File: src/rtl/mdu_pkg.sv
// Shared types for the sequential RV32M multiply/divide unit.
package mdu_pkg;

  localparam logic [6:0] MDU_FUNCT7 = 7'b0000001;

  typedef enum logic [2:0] {
    OP_MUL    = 3'b000,
    OP_MULH   = 3'b001,
    OP_MULHSU = 3'b010,
    OP_MULHU  = 3'b011,
    OP_DIV    = 3'b100,
    OP_DIVU   = 3'b101,
    OP_REM    = 3'b110,
    OP_REMU   = 3'b111
  } mdu_op_e;

  typedef enum logic [1:0] {
    IDLE = 2'd0,
    CALC = 2'd1,
    FIN  = 2'd2
  } mdu_state_e;

endpackage

File: src/rtl/mdu_dec.sv
// funct3 decoder: operation class and operand signedness.
module mdu_dec
  import mdu_pkg::*;
(
  input  logic [2:0] funct3,
  output mdu_op_e    op,
  output logic       is_div,
  output logic       is_rem,
  output logic       is_high,
  output logic       a_signed,
  output logic       b_signed
);

  // NOTE: every output gets a default before the case so no latch is inferred.
  always_comb begin
    op       = mdu_op_e'(funct3);
    is_div   = funct3[2];
    is_rem   = funct3[2] & funct3[1];
    is_high  = ~funct3[2] & (funct3[1:0] != 2'b00);
    a_signed = 1'b0;
    b_signed = 1'b0;
    unique case (op)
      OP_MUL, OP_MULH, OP_DIV, OP_REM: begin
        a_signed = 1'b1;
        b_signed = 1'b1;
      end
      OP_MULHSU: a_signed = 1'b1;
      default: ;
    endcase
  end

endmodule

File: src/rtl/mdu_seq.sv
// Sequential RV32M multiply/divide unit: one radix-2 step per cycle on operand
// magnitudes, sign fix-up on the way out, fast path for divide-by-zero/overflow.
module mdu_seq
  import mdu_pkg::*;
#(
  parameter int XLEN  = 32,
  parameter int CNT_W = $clog2(XLEN) + 1
) (
  input  logic            clk,
  input  logic            reset,
  input  logic            start,
  input  logic            kill,
  input  logic [2:0]      funct3,
  input  logic [XLEN-1:0] srca,
  input  logic [XLEN-1:0] srcb,
  output logic            busy,
  output logic            done,
  output logic [XLEN-1:0] result
);

  localparam int AW = 2 * XLEN + 1;

  mdu_state_e      state_q, state_d;
  logic [CNT_W-1:0] cnt_q, cnt_d;
  logic [AW-1:0]   acc_q, acc_d;
  logic [XLEN-1:0] bmag_q, bmag_d;
  logic [XLEN-1:0] result_q, result_d;
  logic            is_div_q, is_div_d, is_rem_q, is_rem_d, is_high_q, is_high_d;
  logic            neg_q, neg_d, rneg_q, rneg_d;

  mdu_op_e op;
  logic    dec_div, dec_rem, dec_high, a_signed, b_signed;

  mdu_dec u_dec (
    .funct3  (funct3),
    .op      (op),
    .is_div  (dec_div),
    .is_rem  (dec_rem),
    .is_high (dec_high),
    .a_signed(a_signed),
    .b_signed(b_signed)
  );

  logic            accept, a_neg, b_neg, div_zero, div_ovf, fast;
  logic [XLEN-1:0] a_mag, b_mag, fast_res;

  assign accept   = start & ~busy & ~kill;
  assign a_neg    = a_signed & srca[XLEN-1];
  assign b_neg    = b_signed & srcb[XLEN-1];
  assign a_mag    = a_neg ? -srca : srca;
  assign b_mag    = b_neg ? -srcb : srcb;
  assign div_zero = dec_div & (srcb == '0);
  assign div_ovf  = (op == OP_DIV || op == OP_REM) &&
                    (srca == {1'b1, {(XLEN-1){1'b0}}}) && (&srcb);
  assign fast     = div_zero | div_ovf;
  assign fast_res = div_zero ? (dec_rem ? srca : '1) : (dec_rem ? '0 : srca);

  // Shared adder: multiply adds b to the high half; divide subtracts b from the
  // partial remainder shifted left by one.
  logic [XLEN:0] add_a, add_b, sum, mul_hi;
  logic [AW-1:0] acc_step;

  assign add_a = is_div_q ? acc_q[2*XLEN-1:XLEN-1] : acc_q[2*XLEN:XLEN];
  assign add_b = {1'b0, bmag_q};
  assign sum   = add_a + (add_b ^ {(XLEN+1){is_div_q}}) + {{XLEN{1'b0}}, is_div_q};
  assign mul_hi = acc_q[0] ? sum : acc_q[2*XLEN:XLEN];

  always_comb begin
    if (is_div_q) begin
      acc_step = sum[XLEN] ? {add_a, acc_q[XLEN-2:0], 1'b0}
                           : {sum,   acc_q[XLEN-2:0], 1'b1};
    end else begin
      acc_step = {1'b0, mul_hi, acc_q[XLEN-1:1]};
    end
  end

  logic [2*XLEN-1:0] prod_s;
  logic [XLEN-1:0]   quo, rem, calc_res;

  assign prod_s = neg_q ? -acc_step[2*XLEN-1:0] : acc_step[2*XLEN-1:0];
  assign quo    = acc_step[XLEN-1:0];
  assign rem    = acc_step[2*XLEN-1:XLEN];
  assign calc_res = is_div_q ? (is_rem_q ? (rneg_q ? -rem : rem) : (neg_q ? -quo : quo))
                             : (is_high_q ? prod_s[2*XLEN-1:XLEN] : prod_s[XLEN-1:0]);

  // NOTE: sequential state uses non-blocking assignments only.
  always_ff @(posedge clk) begin
    if (reset) begin
      state_q   <= IDLE;
      cnt_q     <= '0;
      acc_q     <= '0;
      bmag_q    <= '0;
      result_q  <= '0;
      is_div_q  <= 1'b0;
      is_rem_q  <= 1'b0;
      is_high_q <= 1'b0;
      neg_q     <= 1'b0;
      rneg_q    <= 1'b0;
    end else begin
      state_q   <= state_d;
      cnt_q     <= cnt_d;
      acc_q     <= acc_d;
      bmag_q    <= bmag_d;
      result_q  <= result_d;
      is_div_q  <= is_div_d;
      is_rem_q  <= is_rem_d;
      is_high_q <= is_high_d;
      neg_q     <= neg_d;
      rneg_q    <= rneg_d;
    end
  end

  always_comb begin
    state_d = state_q;
    if (kill) begin
      state_d = IDLE;
    end else begin
      unique case (state_q)
        IDLE:    if (start) state_d = fast ? FIN : CALC;
        CALC:    if (cnt_q == CNT_W'(1)) state_d = FIN;
        FIN:     state_d = IDLE;
        default: state_d = IDLE;
      endcase
    end
  end

  always_comb begin
    cnt_d     = cnt_q;
    acc_d     = acc_q;
    bmag_d    = bmag_q;
    result_d  = result_q;
    is_div_d  = is_div_q;
    is_rem_d  = is_rem_q;
    is_high_d = is_high_q;
    neg_d     = neg_q;
    rneg_d    = rneg_q;
    if (accept) begin
      cnt_d     = CNT_W'(XLEN);
      acc_d     = {{(XLEN+1){1'b0}}, a_mag};
      bmag_d    = b_mag;
      is_div_d  = dec_div;
      is_rem_d  = dec_rem;
      is_high_d = dec_high;
      neg_d     = a_neg ^ b_neg;
      rneg_d    = a_neg;
      if (fast) result_d = fast_res;
    end else if (state_q == CALC && !kill) begin
      acc_d = acc_step;
      cnt_d = cnt_q - CNT_W'(1);
      if (cnt_q == CNT_W'(1)) result_d = calc_res;
    end
  end

  assign busy   = (state_q != IDLE);
  assign done   = (state_q == FIN);
  assign result = result_q;

endmodule

File: config.mk
export PLATFORM = sky130hd
export DESIGN_NAME = mdu_seq
export DESIGN_NICKNAME = d
export VERILOG_FILES = /design/src/rtl/mdu_pkg.sv /design/src/rtl/mdu_dec.sv /design/src/rtl/mdu_seq.sv
export SDC_FILE = /design/constraint.sdc
export NUM_CORES = 1
export LEC_CHECK = 0
export CELL_PAD_IN_SITES_DETAIL_PLACEMENT = 0
export CELL_PAD_IN_SITES_GLOBAL_PLACEMENT = 1
export CORE_AREA = 10 10 188 190
export CTS_CLUSTER_SIZE = 14
export DETAILED_ROUTE_END_ITERATION = 8
export DIE_AREA = 0 0 198 200
export PLACE_DENSITY = 0.92
export RECOVER_POWER = 100
export SYNTH_ARGS = -nofsm -noshare
export SYNTH_HDL_FRONTEND = slang
export SYNTH_SLANG_ARGS = --single-unit
File: constraint.sdc
create_clock -name clk -period 24.9 [get_ports clk]
set_input_delay 6.225 -clock clk [delete_from_list [all_inputs] [get_ports clk]]
set_output_delay 6.225 -clock clk [all_outputs]
set_load 0.005 [all_outputs]
==> Yosys cells after proc, flatten, opt, wreduce, memory -nomap -nowiden <==
Index checks and enable logic that the tools add are counted.
{ "word_totals": {"reg_bits": 142, "inputBits": 71} }
{ "classes": {"n_eq_ne": 11, "mux": 29, "reduce_logical": 19, "bitwise": 13, "n_addsub": 8} }
{ "ops": {"columns": ["operator", "n"], "rows": [
  ["32-bit two-way mux", 16],
  ["65-bit two-way mux", 2],
  ["32-bit negator", 4],
  ["33-bit two-way mux", 2],
  ["64-bit two-way mux", 1],
  ["64-bit negator", 1],
  ["33-bit by 1-bit adder with 33-bit output", 1],
  ["33-bit adder", 1],
  ["32-bit by 33-bit XOR with 33-bit output", 1],
  ["32-bit equality test (second input constant)", 1],
  ["32-bit zero test", 1],
  ["32-bit AND reduction", 1],
  ["6-bit two-way mux", 2],
  ["2-bit nonzero test", 4],
  ["1-bit AND", 7],
  ["3-bit equality test (second input constant)", 2],
  ["6-bit by 1-bit equality test with 1-bit output (second input constant)", 1],
  ["2-bit two-way mux", 3],
  ["6-bit by 1-bit subtractor with 6-bit output (second input constant)", 1],
  ["5-bit OR reduction", 1],
  ["2-bit != test (second input constant)", 2],
  ["2-bit case mux with 2 select lines", 1],
  ["2-bit OR reduction", 2],
  ["4-bit OR reduction", 1],
  ["other kinds (16)", 21]
]} }

==> Depth between registers and ports, before layout <==
{ "depth": {"word_depth": 12, "depth_mapped": 37, "mapped_depth_nobuf": 23} }

==> Hierarchy <==
From an unflattened synthesis, not the netlist that was laid out.
{ "hier_totals": {"cells_unflattened": 2166, "area_unflattened_um2": 15268.4} }
{ "modules_own_cells": {"columns": ["module", "instances", "cells_each", "area_per_inst_um2"], "rows": [
  ["mdu_seq", 1, 2158, 15205.8],
  ["mdu_dec", 1, 8, 62.6]
]} }

==> Worst setup path after synthesis <==
Ideal clock, no wire load.
{ "synth_timing": {"path_kind": "input port to flip-flop", "start": "input srcb[10]", "end": "register result_q[10], in the netlist result[10]", "setup_slack_ps": 15251, "setup_ps": 86, "cell_stages": 12, "arrival_time_ps": 9564, "required_time_ps": 24814, "cell_sequence": "or3_1 > or4_1 > or4_1 > nor4_2 > and4b_1 > buf_2 > a41oi_1 > o21ai_1 > clkbuf_1 > buf_1 > nor2_1 > a211oi_1"} }
{ "synth_between": {"elab_chain_cells": 5, "word_cells_on_any_way": 10} }
{ "synth_lines": {"columns": ["item", "line", "source"], "rows": [
  ["from (decl)", "mdu_seq.sv:15", "input logic [XLEN-1:0] srcb,"],
  ["32-bit zero test / 32-bit AND reduction (equally long branches)", "mdu_seq.sv:52, mdu_seq.sv:54", null],
  ["1-bit AND / 1-bit logical AND (equally long branches)", "mdu_seq.sv:52, mdu_seq.sv:54", null],
  ["1-bit OR / 32-bit two-way mux (equally long branches)", "mdu_seq.sv:55, mdu_seq.sv:56", null],
  ["2-bit by 1-bit != test with 1-bit output (no line) / 32-bit two-way mux (equally long branches)", null, null],
  ["3-bit AND reduction (no line) / 32-bit two-way mux (equally long branches)", null, null],
  ["to (signal assigned)", "mdu_seq.sv:104", "result_q <= result_d;"],
  ["to (decl)", "mdu_seq.sv:27", "logic [XLEN-1:0] result_q, result_d;"]
]} }
Parallel ways exist; a longest one is shown, timed or not. The select of a mux whose other input is x is not followed.
A chain may end at the register's enable or synchronous reset.

==> Worst setup path in the final report <==
{ "layout_timing": {"start": "input srcb[10]", "end": "register result_q[28], in the netlist result[28]"} }
The elaborated chain is that of the path after synthesis.

==> results.tsv <==
metric	value	unit
final_net_count	2196	
postCtsSetupRepairBufs	0	
num-fill-cells	3066	
cts_tree	built	
synth.largest_area_cell	dfxtp_1	
yosys_warnings	0	
slowest_stage	clkbuf_1	
reg2reg_setup_slack	15750	ps
wl_per_cell	23.43	um
fin_crit_sh	49.47	%
seqPwrFrac	32.3	%
drive_gt1_share	7.003	%
violations	max-capacitance violations, max-slew violations	
rows	65	
clock_insertion_delay_worst_skew	460	ps
r2r-start	is_div_q$_SDFFE_PP0P_	
critPathMostFrequentCell	or4_1	
min_path_type	flip-flop to flip-flop	
min_period	12320	ps
peakVddDrop	0.05369	mV
grt_pass1_vias	15062	
synth_flop_cell	dfxtp_1	
clkPwrFrac	37.1	%
yosys-top-cells-count	nor2_1, nand2_1, a21oi_1	
synthCells	2089	
p_sw	276.3	uW
hold_depth	2	
r2r_end	result[24]$_SDFFE_PP0P_	
grt_pass1_wl	89670	um
finalClockSkew	14.92	ps
arrival	12640	ps
maxCapViolCount	5	
overflow	0	
core-area	0.03139	sq mm
dr.pass1.iters	6	
vias	16538	
antenna_left	0	
status	finished with violations	
die_y	200	um
combPwrFrac	30.6	%
viasPerCell	6.613	
cts_sinks	142	
rsz0062_at_grt	no	
tightest_slew	2733	ps
ff_latch_area	0.002848	sq mm
multi_input_area	0.01131	sq mm
drtIter0Drc	2114	
hpwlAfterDp	43880	um
initial_core_util	47.68	%
ctsHoldBuffers	0	
portBuffers	104	
crit_required	25220	ps
chipWidth	198	um
syn_to_final_growth	11.23	%
synth_nets	2199	
gp_congestion	0.9979	
clock_path_buffers	2	
synth_area_leaders	dfxtp_1, xor2_1, nor2_1	
cts_root_buffer	clkbuf_16	
drt_wl_total	58610	um
power.density	45.67	mW/mm^2
drv_slew	242	
die-area	0.03960	sq mm
min_to	bmag_q[22]$_SDFFE_PP0P_	
internal_power	484.1	uW
yosysUniqueCellTypes	101	
htreeDepth	4	
synth_top_area_share	18.99	%
antenna_found_initial	2	
io_pins	105	
yosysSeqAreaShare	18.99	%
switching_share	36.33	%
setup_viol	0	
synth.avg_cell_area	7.165	sq um
startpoint_type	input pin	
synth_edf_count	0	
cts_buffers	17	
synthArstFlopShare	0	%
cts_resized	0	
grt_usage	28.74	%
end_kind	flip-flop	
whs	475.1	ps
grt_max_degree	91	
r2r_cells	22	
antenna_cells	0	
finalHoldViolations	0	
finalSetupTns	0	ps
slowest_delay	1540	ps
path_max_fanout	46	
clk_pin_slew	70	ps
worstSetupPathType	input pin to flip-flop	
syn_area	0.01497	sq mm
crit_chain	dlygate4sd3_1 > or3_1 > or4_1 > or4_1 > nor4_1 > and4b_1 > a41oi_1 > o21ai_4 > clkbuf_1 > o21ai_0 > or2_2 > o22a_1 > a2111oi_0	
ys_seq_elements	142	
drc	0	
slew_headroom	-82.32	%
p_leak	6.013	nW
fmax	81.18	MHz
hold_start	bmag_q[22]$_SDFFE_PP0P_	
synth.most_common_cell	nor2_1	
kinds of logic (layout without fill, tap and decap cells):
kind of cell / after synthesis / after routing / share of synthesized area, %
DFF: 142 / 142 / 18.99
muxes: 84 / 84 / 5.902
xor gates and xnor gates: 174 / 174 / 10.18
adders and majority gates: 44 / 44 / 3.645
and+or+nand+nor: 793 / 793 / 25.49
buffers and inverters: 191 / 201 / 5.475
AOI/OAI and AO/OA: 661 / 661 / 30.32
state kept, by name, indices dropped and copies added (netlist names):
register and count:
acc_q 65, bmag_q 32, cnt_q 6, is_div_q 1, is_high_q 1, is_rem_q 1
neg_q 1, result 32, rneg_q 1, state_q 2
routing by layer:
metal,track usage (%),vias to the layer above,share of wire (%)
met1,39.62,7791,43
met2,44.89,879,45
met5,0,-,0.022
li1,-,7748,-
met4,9.567,2,2.9
met3,4.287,118,9.0
per-stage QoR:
| stage | power, mW | std cells | util (%) | setup slack (ps) | area (sq um) |
|---|---|---|---|---|---|
| floorplan | 0.4047 | 2089 | - | 15250 | 14970 |
| global placement | 0.4729 | 2469 | 51.16 | 13840 | 16060 |
| detailed placement | 0.4747 | 2469 | 51.16 | 13690 | 16060 |
| CTS | 0.7534 | 2501 | 53.14 | 14130 | 16680 |
| global route | 0.7882 | 2501 | 53.03 | 12290 | 16650 |
| finish | 0.7604 | 2501 | 53.03 | 12580 | 16650 |
cell type report:
| cell class | instances | share of cell area [%] |
|---|---|---|
| clock buffers | 18 | 2.578 |
| clock inverters | 14 | 1.165 |
| inverters | 38 | 0.8568 |
| multi-input cells | 1756 | 67.93 |
| flip-flops and latches | 142 | 17.11 |
| well taps | 402 | 3.021 |
| repair buffers | 131 | 7.343 |
worst max-delay path: cells and delay by family:
kind | cells | cell delay (ps)
simple gates | 6 | 3020
buf+inv | 2 | 2160
compound gates | 5 | 1210
layout by cell type (no fill, tap or decap), types with 23 or more instances in the layout:
master,count
or3_1,36
mux2_2,34
nand4_1,24
a211oi_1,72
nand2_1,227
o21ai_0,115
ha_1,38
a221oi_1,38
xnor2_1,73
a21oi_1,172
mux2i_1,50
o31ai_1,29
buf_4,23
a31oi_1,29
dfxtp_1,140
nor3_1,73
dlygate4sd3_1,36
clkdlybuf4s50_1,67
nand3_1,38
xor2_1,101
nor2_1,234
inv_1,36
nor4_1,29
worst max-delay path by stage:
stage / from / endpoint / slack [ps] / cells past startpoint
global placement: srcb[10] / result[28]$_SDFFE_PP0P_ / 13840 / 13
floorplan: srcb[10] / result[10]$_SDFFE_PP0P_ / 15250 / 12
CTS: srcb[10] / result[28]$_SDFFE_PP0P_ / 14130 / 13
global route: srcb[10] / result[28]$_SDFFE_PP0P_ / 12290 / 13
finish: srcb[10] / result[28]$_SDFFE_PP0P_ / 12580 / 13
detailed placement: srcb[10] / result[28]$_SDFFE_PP0P_ / 13690 / 13
power by group through the flow:
| stage | logic, mW | clock network (mW) | registers (mW) |
|---|---|---|---|
| after floorplan | 0.158 | 0 | 0.246 |
| after global placement | 0.223 | 0 | 0.250 |
| after detailed placement | 0.224 | 0 | 0.250 |
| after CTS | 0.226 | 0.283 | 0.245 |
| after global routing | 0.250 | 0.292 | 0.246 |
| final | 0.233 | 0.282 | 0.245 |
No activity file was read; power rests on OpenSTA's default activity.
